--- config.mk ---
export PLATFORM = sky130hd
export DESIGN_NAME = ikaopll_timinggen
export DESIGN_NICKNAME = d
export VERILOG_FILES = /design/src/rtl/ikaopll_pkg.sv /design/src/rtl/ikaopll_phi1_div.sv /design/src/rtl/ikaopll_timinggen.sv
export SDC_FILE = /design/constraint.sdc
export NUM_CORES = 1
export LEC_CHECK = 0
export ABC_AREA = 1
export BUFFER_PORTS_ARGS = -buffer_cell sky130_fd_sc_hd__buf_2
export CAP_MARGIN = 10
export CELL_PAD_IN_SITES_DETAIL_PLACEMENT = 1
export CELL_PAD_IN_SITES_GLOBAL_PLACEMENT = 1
export CORE_ASPECT_RATIO = 0.75
export CORE_MARGIN = 2
export CORE_UTILIZATION = 35
export DETAILED_ROUTE_END_ITERATION = 16
export PLACE_DENSITY_LB_ADDON = 0.1
export SETUP_SLACK_MARGIN = 0.3
export SLEW_MARGIN = 40
export SYNTH_ARGS = -nofsm -noshare
export SYNTH_HDL_FRONTEND = slang
export SYNTH_HIERARCHICAL = 1
export SYNTH_SLANG_ARGS = --single-unit
--- constraint.sdc ---
create_clock -name i_EMUCLK -period 4.8 [get_ports i_EMUCLK]
set_clock_uncertainty 0.1 [all_clocks]
set_input_delay 0.48 -clock i_EMUCLK [delete_from_list [all_inputs] [get_ports i_EMUCLK]]
set_output_delay 0.48 -clock i_EMUCLK [all_outputs]
set_load 0.01 [all_outputs]
--- src/rtl/ikaopll_pkg.sv ---
// Shared definitions for the OPLL timing generator: slot constants, slot
// type and the slot-to-channel/operator mapping used by the decode.
package ikaopll_pkg;

   localparam int NSLOT_DEF = 18;
   localparam int SLOT_HH   = 13;
   localparam int SLOT_TT   = 14;

   typedef logic [4:0] slot_t;
   typedef logic [3:0] ch_t;

   typedef struct packed {
      ch_t  ch;
      logic is_mod;
   } chop_t;

   // Slots run in groups of six: three modulators then the three matching carriers.
   function automatic chop_t slot_to_chop(input slot_t slot);
      chop_t r;
      slot_t grp;
      slot_t pos;
      slot_t op;
      grp      = slot / slot_t'(6);
      pos      = slot - grp * slot_t'(6);
      r.is_mod = (pos < slot_t'(3));
      op       = r.is_mod ? pos : pos - slot_t'(3);
      r.ch     = ch_t'(grp * slot_t'(3) + op);
      return r;
   endfunction

endpackage

--- src/rtl/ikaopll_phi1_div.sv ---
// Phi1 phase divider: turns phiM enables into the phi1 positive/negative
// edge enable pair, one i_EMUCLK wide each, never coincident.
module ikaopll_phi1_div #(
   parameter int PHI1_DIV = 2
) (
   input  logic i_EMUCLK,
   input  logic i_IC_n,
   input  logic i_phiM_PCEN_n,
   output logic o_phi1_PCEN_n,
   output logic o_phi1_NCEN_n
);

   if (PHI1_DIV != 1 && PHI1_DIV != 2) begin : g_bad_div
      $error("ikaopll_phi1_div: PHI1_DIV must be 1 or 2");
   end

   localparam logic [1:0] PH_LAST = 2'(2 * PHI1_DIV - 1);
   localparam logic [1:0] PH_NEG  = 2'(PHI1_DIV);

   logic [1:0] ph_q;
   logic [1:0] ph_d;
   logic       phim_en;

   // NOTE: next-state logic uses blocking '=' with a default on every path so no latch is inferred.
   always_comb begin
      phim_en = ~i_phiM_PCEN_n;
      ph_d    = ph_q;
      if (phim_en) begin
         ph_d = (ph_q == PH_LAST) ? 2'd0 : ph_q + 2'd1;
      end
   end

   // NOTE: state registers take non-blocking '<=' so every flop samples pre-edge values.
   always_ff @(posedge i_EMUCLK) begin
      if (!i_IC_n) begin
         ph_q <= 2'd0;
      end else begin
         ph_q <= ph_d;
      end
   end

   // Enables are held off while the chip is in reset.
   assign o_phi1_PCEN_n = ~(i_IC_n & phim_en & (ph_q == 2'd0));
   assign o_phi1_NCEN_n = ~(i_IC_n & phim_en & (ph_q == PH_NEG));

endmodule

--- src/rtl/ikaopll_timinggen.sv ---
// OPLL master timing generator: phi1 enables, 18-slot operator counter and
// per-slot select decode. Optional sample counter: IKAOPLL_SAMPLE_CNTR_EN.
module ikaopll_timinggen
   import ikaopll_pkg::*;
#(
   parameter int NSLOT    = NSLOT_DEF,
   parameter int PHI1_DIV = 2
) (
   input  logic        i_EMUCLK,
   input  logic        i_IC_n,
   input  logic        i_phiM_PCEN_n,
   input  logic        i_RHYTHM,
   input  logic        i_TEST_FREEZE,
   output logic        o_phi1_PCEN_n,
   output logic        o_phi1_NCEN_n,
   output logic        o_CYCLE_00,
   output logic        o_CYCLE_17,
   output logic        o_MnC_SEL,
   output logic        o_HH_TT_SEL,
   output logic [3:0]  o_CH,
`ifdef IKAOPLL_SAMPLE_CNTR_EN
   output logic [15:0] o_SAMPLE_CNT,
`endif
   output logic [4:0]  o_SLOT
);

   if (NSLOT < 2 || NSLOT > 32) begin : g_bad_nslot
      $error("ikaopll_timinggen: NSLOT must fit the 5-bit slot counter");
   end

   localparam slot_t SLOT_LAST = slot_t'(NSLOT - 1);

   logic  ncen_n;
   slot_t slot_q;
   slot_t slot_d;
   logic  slot_adv;
   logic  slot_wrap;
   chop_t chop;

   ikaopll_phi1_div #(
      .PHI1_DIV      (PHI1_DIV)
   ) u_phi1_div (
      .i_EMUCLK      (i_EMUCLK),
      .i_IC_n        (i_IC_n),
      .i_phiM_PCEN_n (i_phiM_PCEN_n),
      .o_phi1_PCEN_n (o_phi1_PCEN_n),
      .o_phi1_NCEN_n (ncen_n)
   );

   assign o_phi1_NCEN_n = ncen_n;

   // Freeze only stalls the slot counter; the phi1 enables keep running.
   always_comb begin
      slot_adv  = ~ncen_n & ~i_TEST_FREEZE;
      slot_wrap = slot_adv & (slot_q == SLOT_LAST);
      slot_d    = slot_q;
      if (slot_adv) begin
         slot_d = slot_wrap ? slot_t'(0) : slot_q + slot_t'(1);
      end
   end

   always_ff @(posedge i_EMUCLK) begin
      if (!i_IC_n) begin
         slot_q <= '0;
      end else begin
         slot_q <= slot_d;
      end
   end

   assign chop        = slot_to_chop(slot_q);
   assign o_SLOT      = slot_q;
   assign o_CYCLE_00  = (slot_q == slot_t'(0));
   assign o_CYCLE_17  = (slot_q == SLOT_LAST);
   assign o_MnC_SEL   = chop.is_mod;
   assign o_CH        = chop.ch;
   assign o_HH_TT_SEL = i_RHYTHM & ((slot_q == slot_t'(SLOT_HH)) | (slot_q == slot_t'(SLOT_TT)));

`ifdef IKAOPLL_SAMPLE_CNTR_EN
   logic [15:0] scnt_q;
   logic [15:0] scnt_d;

   always_comb begin
      scnt_d = scnt_q;
      if (slot_wrap) begin
         scnt_d = scnt_q + 16'd1;
      end
   end

   always_ff @(posedge i_EMUCLK) begin
      if (!i_IC_n) begin
         scnt_q <= '0;
      end else begin
         scnt_q <= scnt_d;
      end
   end

   assign o_SAMPLE_CNT = scnt_q;
`endif

endmodule
==> flow_summary.json <==
{
  "gp_congestion": 0.745,
  "final.setup.worst_slack_ns": -0.417,
  "async_flop_share_pct": 0,
  "maxCapViolations": 0,
  "drc": 0,
  "grt_max_degree": 9,
  "synth-seq-cells": 7,
  "crit_path_start": "o_SLOT[0]",
  "crit_type": "reg2out",
  "timing.critical_path.to_type": "output pin",
  "yosys.cell_types.count": 25,
  "syn_inst": 150,
  "finalHoldViolCount": 0,
  "hp-start": "i_phiM_PCEN_n",
  "p_per_area_mw_per_mm2": 96.0,
  "postRouteAntennaNets": 0,
  "first_iter_violations": 27,
  "hold_end": "u_phi1_div/ph_q[1]",
  "path_max_fanout": 4,
  "relSlewSlack_pct": 75.1,
  "final_common_cell": "buf_4",
  "cts_tree": "built",
  "power_mw": 0.160,
  "antenna_found_initial": 0,
  "critical_path_buf_inv_count": 7,
  "slew_violations": 0,
  "tightest_slew_ns": 0.372,
  "hold-path-cell-count": 3,
  "clockRootBuffer": "clkbuf_8",
  "cpPeakStageDelay_ns": 0.50,
  "regArea_um2": 159,
  "initial_core_util_pct": 35.9,
  "clk_path_buf_depth": 2,
  "ys_warn_count": 6,
  "htreeDepth": 1,
  "coreArea_mm2": 0.00289,
  "crit_required_ns": 4.22,
  "cpLargestDelayFamily": "adder cells",
  "grt_pass1_vias": 1249,
  "crit_arrival_ns": 4.64,
  "setup_viol": 2,
  "row_count": 17,
  "syn2layout_area_growth_pct": 61.0,
  "r2r-end": "o_SLOT[4]",
  "drive_gt1_share_pct": 55.2,
  "synth-main-ff-cell": "dfxtp_1",
  "overflow": 0,
  "post_dp_cell_area_mm2": 0.00146,
  "die_h_um": 51.1,
  "final.min_clock_period_ns": 5.22,
  "yosysSeqAreaShare_pct": 13.5,
  "synth_area_per_cell_um2": 6.91,
  "ir_drop_uv": 172,
  "nets": 235,
  "synth-edff-count": 0,
  "synth_area_mm2": 0.00104,
  "leakage_nw": 0.876,
  "port_buffers": 19,
  "violations": "negative setup slack",
  "min_period_over_period_pct": 109,
  "cp_slowest_cell": "fa_1",
  "postLayoutCoreUtil_pct": 57.7,
  "rrSetupSlack_ns": 3.14,
  "synth_nets": 174,
  "grt_pass1_wl_um": 5900,
  "startpoint_type": "register",
  "grt_use_total_pct": 23.5,
  "fp.dieW_um": 66.9,
  "vias_per_cell": 4.71,
  "worstRegToRegCells": 9,
  "rsz0062_at_grt": "true",
  "cts_buffers": 3,
  "dieArea_mm2": 0.00342,
  "final_cell_mix": "37 x buf_4, 25 x nand2_1, 19 x inv_1, 16 x buf_2, 13 x nand2_2",
  "dp_cells": 234,
  "outcome": "finished with violations",
  "io_pins": 20,
  "clkSlewWorstSetupHoldPaths_ns": 0.05,
  "hold_path.class": "in2reg",
  "worstSkewPairLatency_ns": 0.23,
  "clkSinkCount": 7,
  "fill_cells": 362,
  "fmaxAchievable_mhz": 192,
  "fin_area_mm2": 0.00167,
  "multi_input_area_um2": 898,
  "pre_cts_ws_ns": -0.160,
  "instances_no_fill": 248,
  "r2r-start": "u_phi1_div/ph_q[0]",
  "drt-pass1-iter-count": 4,
  "place_hpwl_um": 2660,
  "diodes": 0,
  "wl_per_cell_um": 14.1,
  "drt_wl_total_um": 3490,
  "vias": 1168
}
[logic make-up after synthesis]
group | count (synthesis) | synth area share (%)
and+or+nand+nor | 75 | 35.8
buffers and inverters | 33 | 11.9
adders and majority gates | 19 | 25.8
AOI/OAI and AO/OA | 11 | 7.96
DFF | 7 | 13.5
xor gates and xnor gates | 5 | 4.95
[registers in the layout, summed over array words and instances, names as in the netlist]
| register | count |
|---|---|
| o_SLOT | 5 |
| u_phi1_div/ph_q | 2 |
[timing repair]
item,4_1_cts,5_1_grt
setup endpoints to repair,3,4
resized for setup,20,3
setup buffers,8,2
hold buffers,0,0
pin swaps,19,17
[power breakdown]
part,internal (mW),total [mW],switching (mW)
logic,0.00637,0.0157,0.00932
registers,0.0573,0.0589,0.00161
clock network,0.0577,0.0858,0.0281
total,0.121,0.160,0.0390
[routing by layer]
| layer | part of all wire (%) | vias to the layer above | track usage (%) | wire length [µm] |
|---|---|---|---|---|
| li1 | - | 583 | - | - |
| met3 | 2.5 | 8 | 4.41 | 86 |
| met2 | 49 | 21 | 41.5 | 1710 |
| met4 | 1.9 | 0 | 6.12 | 67 |
| met1 | 47 | 556 | 29.3 | 1630 |
| met5 | 0 | - | 0 | 0 |
[cells in the mapped netlist (all sizes together), types with 2 or more instances]
library cell | number | area share (%)
a21oi | 4 | 1.9
dfxtp | 7 | 14
fa | 4 | 7.7
ha | 15 | 18
inv | 33 | 12
nand2 | 42 | 19
nand3 | 14 | 8.7
nor2 | 15 | 6.2
o21ai | 4 | 2.3
xnor2 | 3 | 3.3
xor2 | 2 | 1.7
[how the worst max path moves through the flow]
stage / cells after the start / slack [ns] / to
2_1_floorplan: 27 / 0.14 / o_CH[3]
3_3_place_gp: 28 / -0.04 / o_CH[3]
3_5_place_dp: 28 / -0.16 / o_CH[3]
4_1_cts: 28 / -0.37 / o_CH[3]
5_1_grt: 30 / -0.62 / o_CH[3]
6_report: 29 / -0.42 / o_CH[3]
[stage by stage]
step	TNS, ns	hold WS, ns
6_report	-0.639	0.442
2_1_floorplan	0	0.389
3_3_place_gp	-0.0402	0.401
3_5_place_dp	-0.160	0.438
4_1_cts	-0.550	0.444
5_1_grt	-1.01	0.455
[worst register-to-register path: stages (launching register included)]
cell and delay [ns]:
dfxtp_1 0.33, inv_1 0.08, ha_1 0.15, nand3_1 0.08, nor2_1 0.31, nand2_1 0.15, inv_1 0.08, nand2_1 0.07
o21ai_0 0.15, nor2_1 0.06
[final cells by class]
type                       instances  share of cell area [%]
tap                               38                    2.85
sequential                         7                    9.51
inverter                          33                    7.72
multi-input combinational        110                    53.8
clock buffer                       4                    2.70
timing repair buffer              56                    23.4
Note: power is estimated with default switching activity, not from simulation.
